File: src/rtl/fast_pkg.sv
// rtl/fast_pkg.sv - shared pixel/circle/mask types and threshold compare helpers for FAST corner detection
package fast_pkg;

    localparam int PIX_W    = 8;
    localparam int N_CIRCLE = 16;

    typedef logic [PIX_W-1:0]              pixel_t;
    typedef pixel_t [N_CIRCLE-1:0]         circle_t;
    typedef logic [N_CIRCLE-1:0]           mask_t;

    // Compared at 9 bits so ctr + t never wraps.
    function automatic logic is_bright(input pixel_t p, input pixel_t c, input pixel_t t);
        return {1'b0, p} > ({1'b0, c} + {1'b0, t});
    endfunction

    function automatic logic is_dark(input pixel_t p, input pixel_t c, input pixel_t t);
        return (c >= t) && (p < (c - t));
    endfunction

endpackage

File: src/rtl/fast_arc_detect.sv
// rtl/fast_arc_detect.sv - combinational search for a contiguous run of ARC_LEN set bits on the 16-point ring
module fast_arc_detect
    import fast_pkg::*;
#(
    parameter int ARC_LEN = 9
) (
    input  mask_t mask,
    output logic  hit
);

    logic [2*N_CIRCLE-1:0] ring;
    logic [N_CIRCLE-1:0]   run;

    // Doubling the mask turns every wrapped arc into a plain slice.
    assign ring = {mask, mask};

    for (genvar k = 0; k < N_CIRCLE; k++) begin : g_arc
        assign run[k] = &ring[k+ARC_LEN-1:k];
    end

    assign hit = |run;

endmodule

File: src/rtl/fast_corner_detect.sv
// rtl/fast_corner_detect.sv - 3-stage FAST corner pipeline with raster position tracking and per-frame corner count
module fast_corner_detect
    import fast_pkg::*;
#(
    parameter int WIDTH          = 320,
    parameter int HEIGHT         = 240,
    parameter int ARC_LEN        = 9,
    parameter int THRESH_DEFAULT = 20
) (
    input  logic                      i_clk,
    input  logic                      i_rst_n,
    input  circle_t                   i_circle,
    input  pixel_t                    i_ctr,
    input  logic                      i_v,
    input  pixel_t                    i_thresh,
    output logic                      o_v,
    output logic                      o_corner,
    output logic [$clog2(WIDTH)-1:0]  o_x,
    output logic [$clog2(HEIGHT)-1:0] o_y,
    output logic [15:0]               o_count,
    output logic                      o_count_v
);

    localparam int XW = $clog2(WIDTH);
    localparam int YW = $clog2(HEIGHT);
    localparam logic [XW-1:0] X_LAST = XW'(WIDTH - 1);
    localparam logic [YW-1:0] Y_LAST = YW'(HEIGHT - 1);
    localparam logic [XW-1:0] X_MIN  = XW'(3);
    localparam logic [XW-1:0] X_MAX  = XW'(WIDTH - 4);
    localparam logic [YW-1:0] Y_MIN  = YW'(3);
    localparam logic [YW-1:0] Y_MAX  = YW'(HEIGHT - 4);

    logic [XW-1:0] x_cnt;
    logic [YW-1:0] y_cnt;
    pixel_t        t_reg;
    pixel_t        t_use;
    logic          first_pix;
    mask_t         bright_m;
    mask_t         dark_m;

    logic          s1_v;
    mask_t         s1_bright;
    mask_t         s1_dark;
    logic [XW-1:0] s1_x;
    logic [YW-1:0] s1_y;

    logic          hit_bright;
    logic          hit_dark;
    logic          border;

    logic          s2_v;
    logic          s2_corner;
    logic [XW-1:0] s2_x;
    logic [YW-1:0] s2_y;

    logic [15:0]   frame_cnt;
    logic [15:0]   cnt_next;
    logic          s2_last;

    // The frame's first pixel uses the freshly requested threshold directly.
    assign first_pix = (x_cnt == '0) && (y_cnt == '0);
    assign t_use     = first_pix ? i_thresh : t_reg;

    always_ff @(posedge i_clk) begin
        if (!i_rst_n) begin
            x_cnt <= '0;
            y_cnt <= '0;
            t_reg <= PIX_W'(THRESH_DEFAULT);
        end else if (i_v) begin
            if (first_pix) begin
                t_reg <= i_thresh;
            end
            if (x_cnt == X_LAST) begin
                x_cnt <= '0;
                y_cnt <= (y_cnt == Y_LAST) ? '0 : y_cnt + 1'b1;
            end else begin
                x_cnt <= x_cnt + 1'b1;
            end
        end
    end

    for (genvar k = 0; k < N_CIRCLE; k++) begin : g_mask
        assign bright_m[k] = is_bright(i_circle[k], i_ctr, t_use);
        assign dark_m[k]   = is_dark(i_circle[k], i_ctr, t_use);
    end

    always_ff @(posedge i_clk) begin
        if (!i_rst_n) begin
            s1_v      <= 1'b0;
            s1_bright <= '0;
            s1_dark   <= '0;
            s1_x      <= '0;
            s1_y      <= '0;
        end else begin
            s1_v      <= i_v;
            s1_bright <= bright_m;
            s1_dark   <= dark_m;
            s1_x      <= x_cnt;
            s1_y      <= y_cnt;
        end
    end

    fast_arc_detect #(.ARC_LEN(ARC_LEN)) u_arc_bright (
        .mask (s1_bright),
        .hit  (hit_bright)
    );

    fast_arc_detect #(.ARC_LEN(ARC_LEN)) u_arc_dark (
        .mask (s1_dark),
        .hit  (hit_dark)
    );

    // The radius-3 circle is not fully inside the frame near the edges.
    assign border = (s1_x < X_MIN) || (s1_x > X_MAX) || (s1_y < Y_MIN) || (s1_y > Y_MAX);

    always_ff @(posedge i_clk) begin
        if (!i_rst_n) begin
            s2_v      <= 1'b0;
            s2_corner <= 1'b0;
            s2_x      <= '0;
            s2_y      <= '0;
        end else begin
            s2_v      <= s1_v;
            s2_corner <= s1_v && (hit_bright || hit_dark) && !border;
            s2_x      <= s1_x;
            s2_y      <= s1_y;
        end
    end

    assign s2_last  = (s2_x == X_LAST) && (s2_y == Y_LAST);
    assign cnt_next = (s2_corner && (frame_cnt != 16'hFFFF)) ? frame_cnt + 16'd1 : frame_cnt;

    always_ff @(posedge i_clk) begin
        if (!i_rst_n) begin
            o_v       <= 1'b0;
            o_corner  <= 1'b0;
            o_x       <= '0;
            o_y       <= '0;
            o_count   <= '0;
            o_count_v <= 1'b0;
            frame_cnt <= '0;
        end else begin
            o_v       <= s2_v;
            o_corner  <= s2_v && s2_corner;
            o_x       <= s2_x;
            o_y       <= s2_y;
            o_count_v <= 1'b0;
            if (s2_v) begin
                if (s2_last) begin
                    o_count   <= cnt_next;
                    o_count_v <= 1'b1;
                    frame_cnt <= '0;
                end else begin
                    frame_cnt <= cnt_next;
                end
            end
        end
    end

endmodule

File: config.mk
export PLATFORM = sky130hd
export DESIGN_NAME = fast_corner_detect
export DESIGN_NICKNAME = d
export VERILOG_FILES = /design/src/rtl/fast_pkg.sv /design/src/rtl/fast_arc_detect.sv /design/src/rtl/fast_corner_detect.sv
export SDC_FILE = /design/constraint.sdc
export NUM_CORES = 1
export LEC_CHECK = 0
export ABC_AREA = 0
export BUFFER_PORTS_ARGS = -buffer_cell sky130_fd_sc_hd__buf_4
export CAP_MARGIN = 20
export CORE_UTILIZATION = 60
export DETAILED_ROUTE_END_ITERATION = 6
export PLACE_DENSITY = 0.91
export SYNTH_ARGS = -nofsm -noshare
export SYNTH_HDL_FRONTEND = slang
export SYNTH_HIERARCHICAL = 1
export SYNTH_SLANG_ARGS = --single-unit
File: constraint.sdc
create_clock -name i_clk -period 10.1 [get_ports i_clk]
set_input_delay 1.01 -clock i_clk [delete_from_list [all_inputs] [get_ports i_clk]]
set_output_delay 1.01 -clock i_clk [all_outputs]
set_load 0.005 [all_outputs]
==> results.md, run 1 <==
* Status: finished clean
* Chip height at 140 um
* Global-route wire length before repair at 50700 um
* Syn_area_per_cell at 9.01 sq um
* Number of H-tree levels at 4
* First drt pass iteration count at 5
* Mux cell area share after synthesis at 0.971%
* Mapped Cells at 1272
* Finish-stage setup viols at 0
* DR DRC count at 0
* CTS tree: yes
* Final #Nets at 1826
* GP Congestion at 0.943
* CP max FO at 16
* Cell taking the most area after synthesis: dfxtp_1
* Clock Path Buffers at 2
* XOR/XNOR Fraction of Synth Area at 5.27%
* Port bufs at 182
* Vias per Instance at 6.23
* Final WL at 31100 um
* Final period util at 51.6%
* Crit. End Element: flop
* CP Data Arrival Time at 5.54 ns
* Power Density at 178 nW/um^2
* P&R area growth vs syn at 18.8%
* Count leader, synth: ha_1
* Post-Route Utilization at 72.8%
* Yosys reg bits at 146
* Pleak at 0.00597 uW
* Fraction of layout instances using a drive strength above 1 at 19.0%
* Register area share after synthesis at 25.5%
* Post-synthesis compound-gate area fraction at 22.6%
* WP data required at 10.43 ns
* Worst skew pair latency at 0.43 ns
* Largest net degree at the start of global routing at 76
* Core outline area at 18700 sq um
* Post-DP HPWL at 22800 um
* Number of global-route vias before repair at 10628
* Simple-gate portion of the synthesized area at 16.0%
* Post-synth EDFFs at 0
* Root buffer cell: clkbuf_16
* Worst vdd ir at 0.0000992 V
* Final slew viol count at 0
* Top cells by area, synth: dfxtp_1 25%, ha_1 25%, a21oi_1 4.4%, o21a_1 3.6%, xnor2_1 3.4%
* FFs w/ async S/R, synth at 0%
* HP Class: flop to flop
* Filler instances at 1329
* # resized after CTS at 0
* Total Die Area at 19700 sq um
* Clock Pin Slew Worst Setup and Hold Paths at 0.07 ns
* Top cells by count, synth: 232 x ha_1, 146 x dfxtp_1, 101 x a21oi_1, 84 x nor2_1, 60 x o21ai_0
* Starting Density at 61.3%
* Synth warn at 6
* Overall Global Routing Usage at 32.4%
* Post-Synth Adder-Cell Area at 26.0%
* Initial antenna violation count at 0
* Reg-to-reg slack, setup at 4.89 ns
* Setup TNS at 0 ns
* MaxCap Viol Count at 0
* Layout Skew at 0.0103 ns
* Crit path kind: flop to flop
* Row cnt at 50
* Vias at 10524
* Share of Yosys cell area claimed by the top area cell type at 25.5%
* Most used DFF post-synth: dfxtp_1
* Unrepaired setup endpoints after global routing: no
* Post-CTS setup buffers at 0
* CTS Hold Bufs at 0
* Antenna Nets Post-Route at 0
* Tightest Pin Transition at 1.07 ns
* Netlist cell types at 71
* Ports at 183
* Largest family of logic cells by synthesized area: adder cells
* Total grt overflow at 0
* Startpoint Class: flop
* Min Clock Period, post-route at 5.21 ns
* Max Clock Freq at 192 MHz
* Mapped Area at 11500 sq um
* Total CTS buffers at 17
* Syn Nets at 1653
* Clock Sinks at 146
* Drt first-iter violations at 688
* Fin. Hold Viols at 0
* Die width at 140 um
* Drt wl/cell at 18.4 um
* Slew headroom at 28.9%
==> logic make-up after synthesis <==
family                   count (synthesis)
AO/OA/AOI/OAI                          380
AND/OR/NAND/NOR                        334
adder cells (fa/ha/maj)                238
flip-flops                             146
buffers and inverters                   94
XOR/XNOR                                69
multiplexers                            11
==> final timing paths <==
kind,end,startpoint,depth (start not counted)
worst max-delay path,s1_bright[14],y_cnt[2],14
worst min-delay path,s2_x[7],s1_x[7],1
worst max register to register,s1_bright[14],y_cnt[2],14
worst min register to register,s2_x[7],s1_x[7],1
==> cells in the final DEF (no fill, tap or decap), types with 5 or more instances in the layout <==
cell       synthesis  routed
xor2_1            24      24
and2_1            49      49
a211oi_2          14      13
nor3_1            13      13
o221ai_2           5       5
o21ai_1            5       5
nor2_1            84      84
inv_1             53      53
clkbuf_16          0      17
o21ai_0           60      60
nor2b_1           21      21
or3_1              8       8
nand3_1           19      19
a21o_1             7       7
o21bai_1           5       5
nor3b_1            5       5
nand4_1           37      37
mux2i_1           10      10
ha_1             232     232
o211ai_1          37      37
and3_1            20      20
xnor2_1           45      38
nor4_2            10      10
nor4_1            10      10
o221ai_1           8       8
a211oi_1          20      20
a22oi_1            5       5
dfxtp_1          146     146
buf_4              2     191
nand2_1           46      46
o21a_1            55      55
o22ai_1            5       5
a21oi_1          101     101
xnor2_2            0       7
a31oi_1           32      32
==> worst max-delay path: stages (launching register included) <==
cell,delay [ns]
dfxtp_1,0.37
nor4_1,0.40
nand4_1,0.56
mux2_2,0.52
ha_1,0.24
fa_1,0.47
a211o_1,0.35
nand2_1,0.09
nand2_1,0.54
ha_1,0.56
a21oi_1,0.11
o21ai_0,0.11
maj3_2,0.32
maj3_2,0.30
o21a_1,0.16
==> power by group <==
group | internal (uW) | switching (uW) | leakage, uW
Sequential | 614 | 39.9 | 0.00118
Combinational | 492 | 684 | 0.00453
Clock | 343 | 247 | 0.000257
==> area by class of cell <==
cell class	count	area (sq um)	share of cell area, %
Multi-Input combinational cell	1032	8190	60.1
Sequential cell	146	2920	21.5
Timing Repair Buffer	193	1460	10.7
Clock buffer	18	439	3.22
Tap cell	234	293	2.15
Inverter	55	206	1.52
Clock inverter	11	109	0.799
Antenna cell	1	2.50	0.0184
==> routing by layer <==
metal | vias up | global-route usage [%] | routed length, um
li1 | 5089 | - | -
met1 | 4837 | 35.1 | 12200
met2 | 449 | 57.5 | 15200
met3 | 149 | 6.60 | 1950
met4 | 0 | 20.6 | 1750
met5 | - | 0 | 0
==> through the flow <==
| stage | cell area, sq um | cells | hold WS (ns) | worst slack (ns) | power (uW) |
|---|---|---|---|---|---|
| after global placement | 13000 | 1658 | 0.430 | 5.19 | 1730 |
| final | 13600 | 1690 | 0.453 | 4.89 | 2420 |
| after floorplan | 11500 | 1272 | 0.418 | 5.67 | 1460 |
| after CTS | 13600 | 1687 | 0.451 | 4.87 | 2390 |
| after global routing | 13600 | 1689 | 0.477 | 4.66 | 2590 |
| after detailed placement | 13000 | 1658 | 0.437 | 5.01 | 1800 |
(Power assumes the default switching activity.)
==> run 2, diff against run 1 <==
--- a/config.mk
+++ b/config.mk
@@ -5,12 +5,12 @@
 export SDC_FILE = /design/constraint.sdc
 export NUM_CORES = 1
 export LEC_CHECK = 0
-export ABC_AREA = 0
+export ABC_AREA = 1
 export BUFFER_PORTS_ARGS = -buffer_cell sky130_fd_sc_hd__buf_4
 export CAP_MARGIN = 20
-export CORE_UTILIZATION = 60
+export CORE_UTILIZATION = 53
 export DETAILED_ROUTE_END_ITERATION = 6
-export PLACE_DENSITY = 0.91
+export PLACE_DENSITY = 0.85
 export SYNTH_ARGS = -nofsm -noshare
 export SYNTH_HDL_FRONTEND = slang
 export SYNTH_HIERARCHICAL = 1
==> constraint.sdc (replaced) <==
create_clock -name i_clk -period 4.35 [get_ports i_clk]
set_input_delay 0.435 -clock i_clk [delete_from_list [all_inputs] [get_ports i_clk]]
set_output_delay 0.435 -clock i_clk [all_outputs]
set_load 0.005 [all_outputs]
==> results.md, run 2 <==
* CP max FO at 17
* Sw Ratio at 42.7%
* Antenna Nets Post-Route at 0
* Final WL at 34100 um
* Mapped Area at 12200 sq um
* Clock Pin Slew Worst Setup and Hold Paths at 0.07 ns
* Pleak at 0.00771 uW
* Reg-to-reg slack, setup at 0.52 ns
* Netlist cell types at 46
* Final period util at 88.1%
* DP Worst Slack at 0.613 ns
* Largest net degree at the start of global routing at 79
* Finish-stage setup viols at 0
* CTS Hold Bufs at 0
* Crit path to: s1_bright[9]
* CP bufs+invs at 5
* Syn_area_per_cell at 7.12 sq um
* Startpoint Class: flop
* Share of Yosys cell area claimed by the top area cell type at 23.9%
* MaxCap Viol Count at 0
* CP delay by family, top: simple AND/OR/NAND/NOR gates
* Fraction of layout instances using a drive strength above 1 at 15.7%
* Post-synth EDFFs at 0
* First drt pass iteration count at 5
* GP Congestion at 0.926
* Synth warn at 6
* Commonest non-fill, non-tap cell in the layout: nand2_1
* WP data required at 4.72 ns
* Vias at 12188
* CP Launch Point: y_cnt[0]
* Combinational share of power at 49.1%
* Yosys reg bits at 146
* CTS tree: yes
* Clk pwr share at 25.6%
* Most used DFF post-synth: dfxtp_1
* Total grt overflow at 0
* FFs w/ async S/R, synth at 0%
* Total CTS buffers at 17
* Worst vdd ir at 0.000262 V
* Part of the power in registers at 25.3%
* Max Clock Freq at 261 MHz
* Most used cell, CP: nand2_1
* Post-DP HPWL at 25600 um
* Initial antenna violation count at 0
* Vias per Instance at 5.52
* Total Die Area at 23700 sq um
* Syn Nets at 2100
* Drt wl/cell at 15.5 um
* Crit path kind: flop to flop
* Tightest Pin Transition at 0.885 ns
* Top cells by area, synth: dfxtp_1 24%, ha_1 24%, nand2_1 12%, inv_1 8.1%, a21oi_1 4.7%
* Fin. Hold Viols at 0
* Setup TNS at 0 ns
* Final #Nets at 2289
* Unrepaired setup endpoints after global routing: no
* Ports at 183
* P&R area growth vs syn at 19.1%
* Core outline area at 22600 sq um
* R2R Path Start: y_cnt[0]
* Number of global-route vias before repair at 11857
* Most frequent cells in the layout: 406 x nand2_1, 265 x inv_1, 232 x ha_1
* # resized after CTS at 0
* Mapped Cells at 1719
* Crit-path cells: inv_1, ha_1, nand3b_1, nor2_1, nand2_1, inv_1, nor2_1, inv_1, o21ai_0, inv_1, ha_1, a21oi_2, nand3_4, nand2_4, nand2_1, a21oi_1, xor2_1, buf_4, ha_1, nand2_1, nor3_1, nand2_1, nand2_1, a21oi_2
* DR DRC count at 0
* Cell taking the most area after synthesis: dfxtp_1
* Reg2Reg Depth at 24
* Top cells by count, synth: 406 x nand2_1, 265 x inv_1, 232 x ha_1, 146 x dfxtp_1, 115 x a21oi_1
* Die width at 154 um
* Starting Density at 54.1%
* Min Clock Period, post-route at 3.83 ns
* Post-CTS setup buffers at 0
* Layout Skew at 0.0113 ns
* Power Density at 414 nW/um^2
* Crit. End Element: flop
* Number of H-tree levels at 4
* Clock Path Buffers at 2
* Root buffer cell: clkbuf_16
* Global-route wire length before repair at 55600 um
* Worst path slowest cell: ha_1
* Chip height at 154 um
* Max stage delay on crit path at 0.38 ns
* Register area share after synthesis at 23.9%
* Status: finished clean
* Setup ws final at 0.517 ns
* Port bufs at 182
* HP Class: input pin to flop
* Worst skew pair latency at 0.43 ns
* Worst R2R End: s1_bright[9]
* Count leader, synth: nand2_1
* Filler instances at 1877
* CP Data Arrival Time at 4.21 ns
* Drt first-iter violations at 666
* Post-Route Utilization at 64.4%
* Slew headroom at 40.9%
* Clock Sinks at 146
* Final slew viol count at 0
* ANT cells at 0
* Switch Pwr at 2580 uW
* Row cnt at 55
* Int Power at 3450 uW
* Overall Global Routing Usage at 29.2%
* Stages on worst setup path at 24
==> run 2: changes by cell type in the layout (fill, tap and decap cells not counted), moves of 21 or more <==
cell,change
nand2_1,+360
inv_1,+212
nand3_1,+78
and2_1,-49
o21a_1,-42
xnor2_1,-34
o211ai_1,-25
nor2b_1,-21
==> run 2: worst min-delay path by stage <==
stage | start | end | slack [ns] | depth (start not counted)
floorplan | s2_y[5] | o_y[5] | 0.40 | 2
global placement | s2_y[3] | o_y[3] | 0.41 | 2
detailed placement | s2_y[7] | o_y[7] | 0.41 | 2
CTS | i_circle[94] | s1_dark[11] | 0.33 | 3
global route | i_circle[62] | s1_dark[7] | 0.34 | 3
finish | i_circle[118] | s1_dark[14] | 0.34 | 3
==> run 2: metrics by stage <==
step | cell area, sq um | cells | hold WS [ns] | power (uW)
2_1_floorplan | 12200 | 1719 | 0.402 | 3500
3_5_place_dp | 14000 | 2173 | 0.410 | 4470
6_report | 14600 | 2206 | 0.340 | 6030
5_1_grt | 14600 | 2206 | 0.341 | 6510
4_1_cts | 14600 | 2205 | 0.330 | 6030
3_3_place_gp | 14000 | 2173 | 0.409 | 4310
==> run 2: layout make-up <==
class	instances	area [sq um]	area share (%)
sequential	146	2920	20.0
multi-input combinational	1267	8140	55.8
inverter	272	1020	7.00
timing repair buffer	204	1530	10.5
clock inverter	14	184	1.26
clock buffer	18	429	2.94
tap	285	357	2.45
==> run 2: tightest hold or removal path: cells and delay by family <==
kind / cells / cell delay [ns]
fa+ha+maj: 1 / 0.13
buf+inv: 1 / 0.10
compound gates: 1 / 0.07
==> run 2: cell families after synthesis <==
group,synth area share (%)
flip-flops,23.9
XOR/XNOR,1.93
adder cells (fa/ha/maj),24.0
buffers and inverters,9.76
AND/OR/NAND/NOR,25.5
AO/OA/AOI/OAI,14.9
==> run 2: power groups by stage <==
| stage | clock network (uW) | registers (uW) | logic, uW |
|---|---|---|---|
| 6_report | 1550 | 1520 | 2960 |
| 5_1_grt | 1630 | 1530 | 3350 |
| 4_1_cts | 1560 | 1520 | 2950 |
| 3_5_place_dp | 0 | 1550 | 2920 |
| 3_3_place_gp | 0 | 1550 | 2760 |
| 2_1_floorplan | 0 | 1500 | 2000 |
==> run 2: metal layers <==
layer  global-route usage (%)  share of wire (%)  vias to the layer above
met5                        0                  0                        -
met4                     18.0                5.4                        0
li1                         -                  -                     6072
met2                     53.3                 49                      452
met1                     30.9                 39                     5532
met3                     5.33                6.3                      132
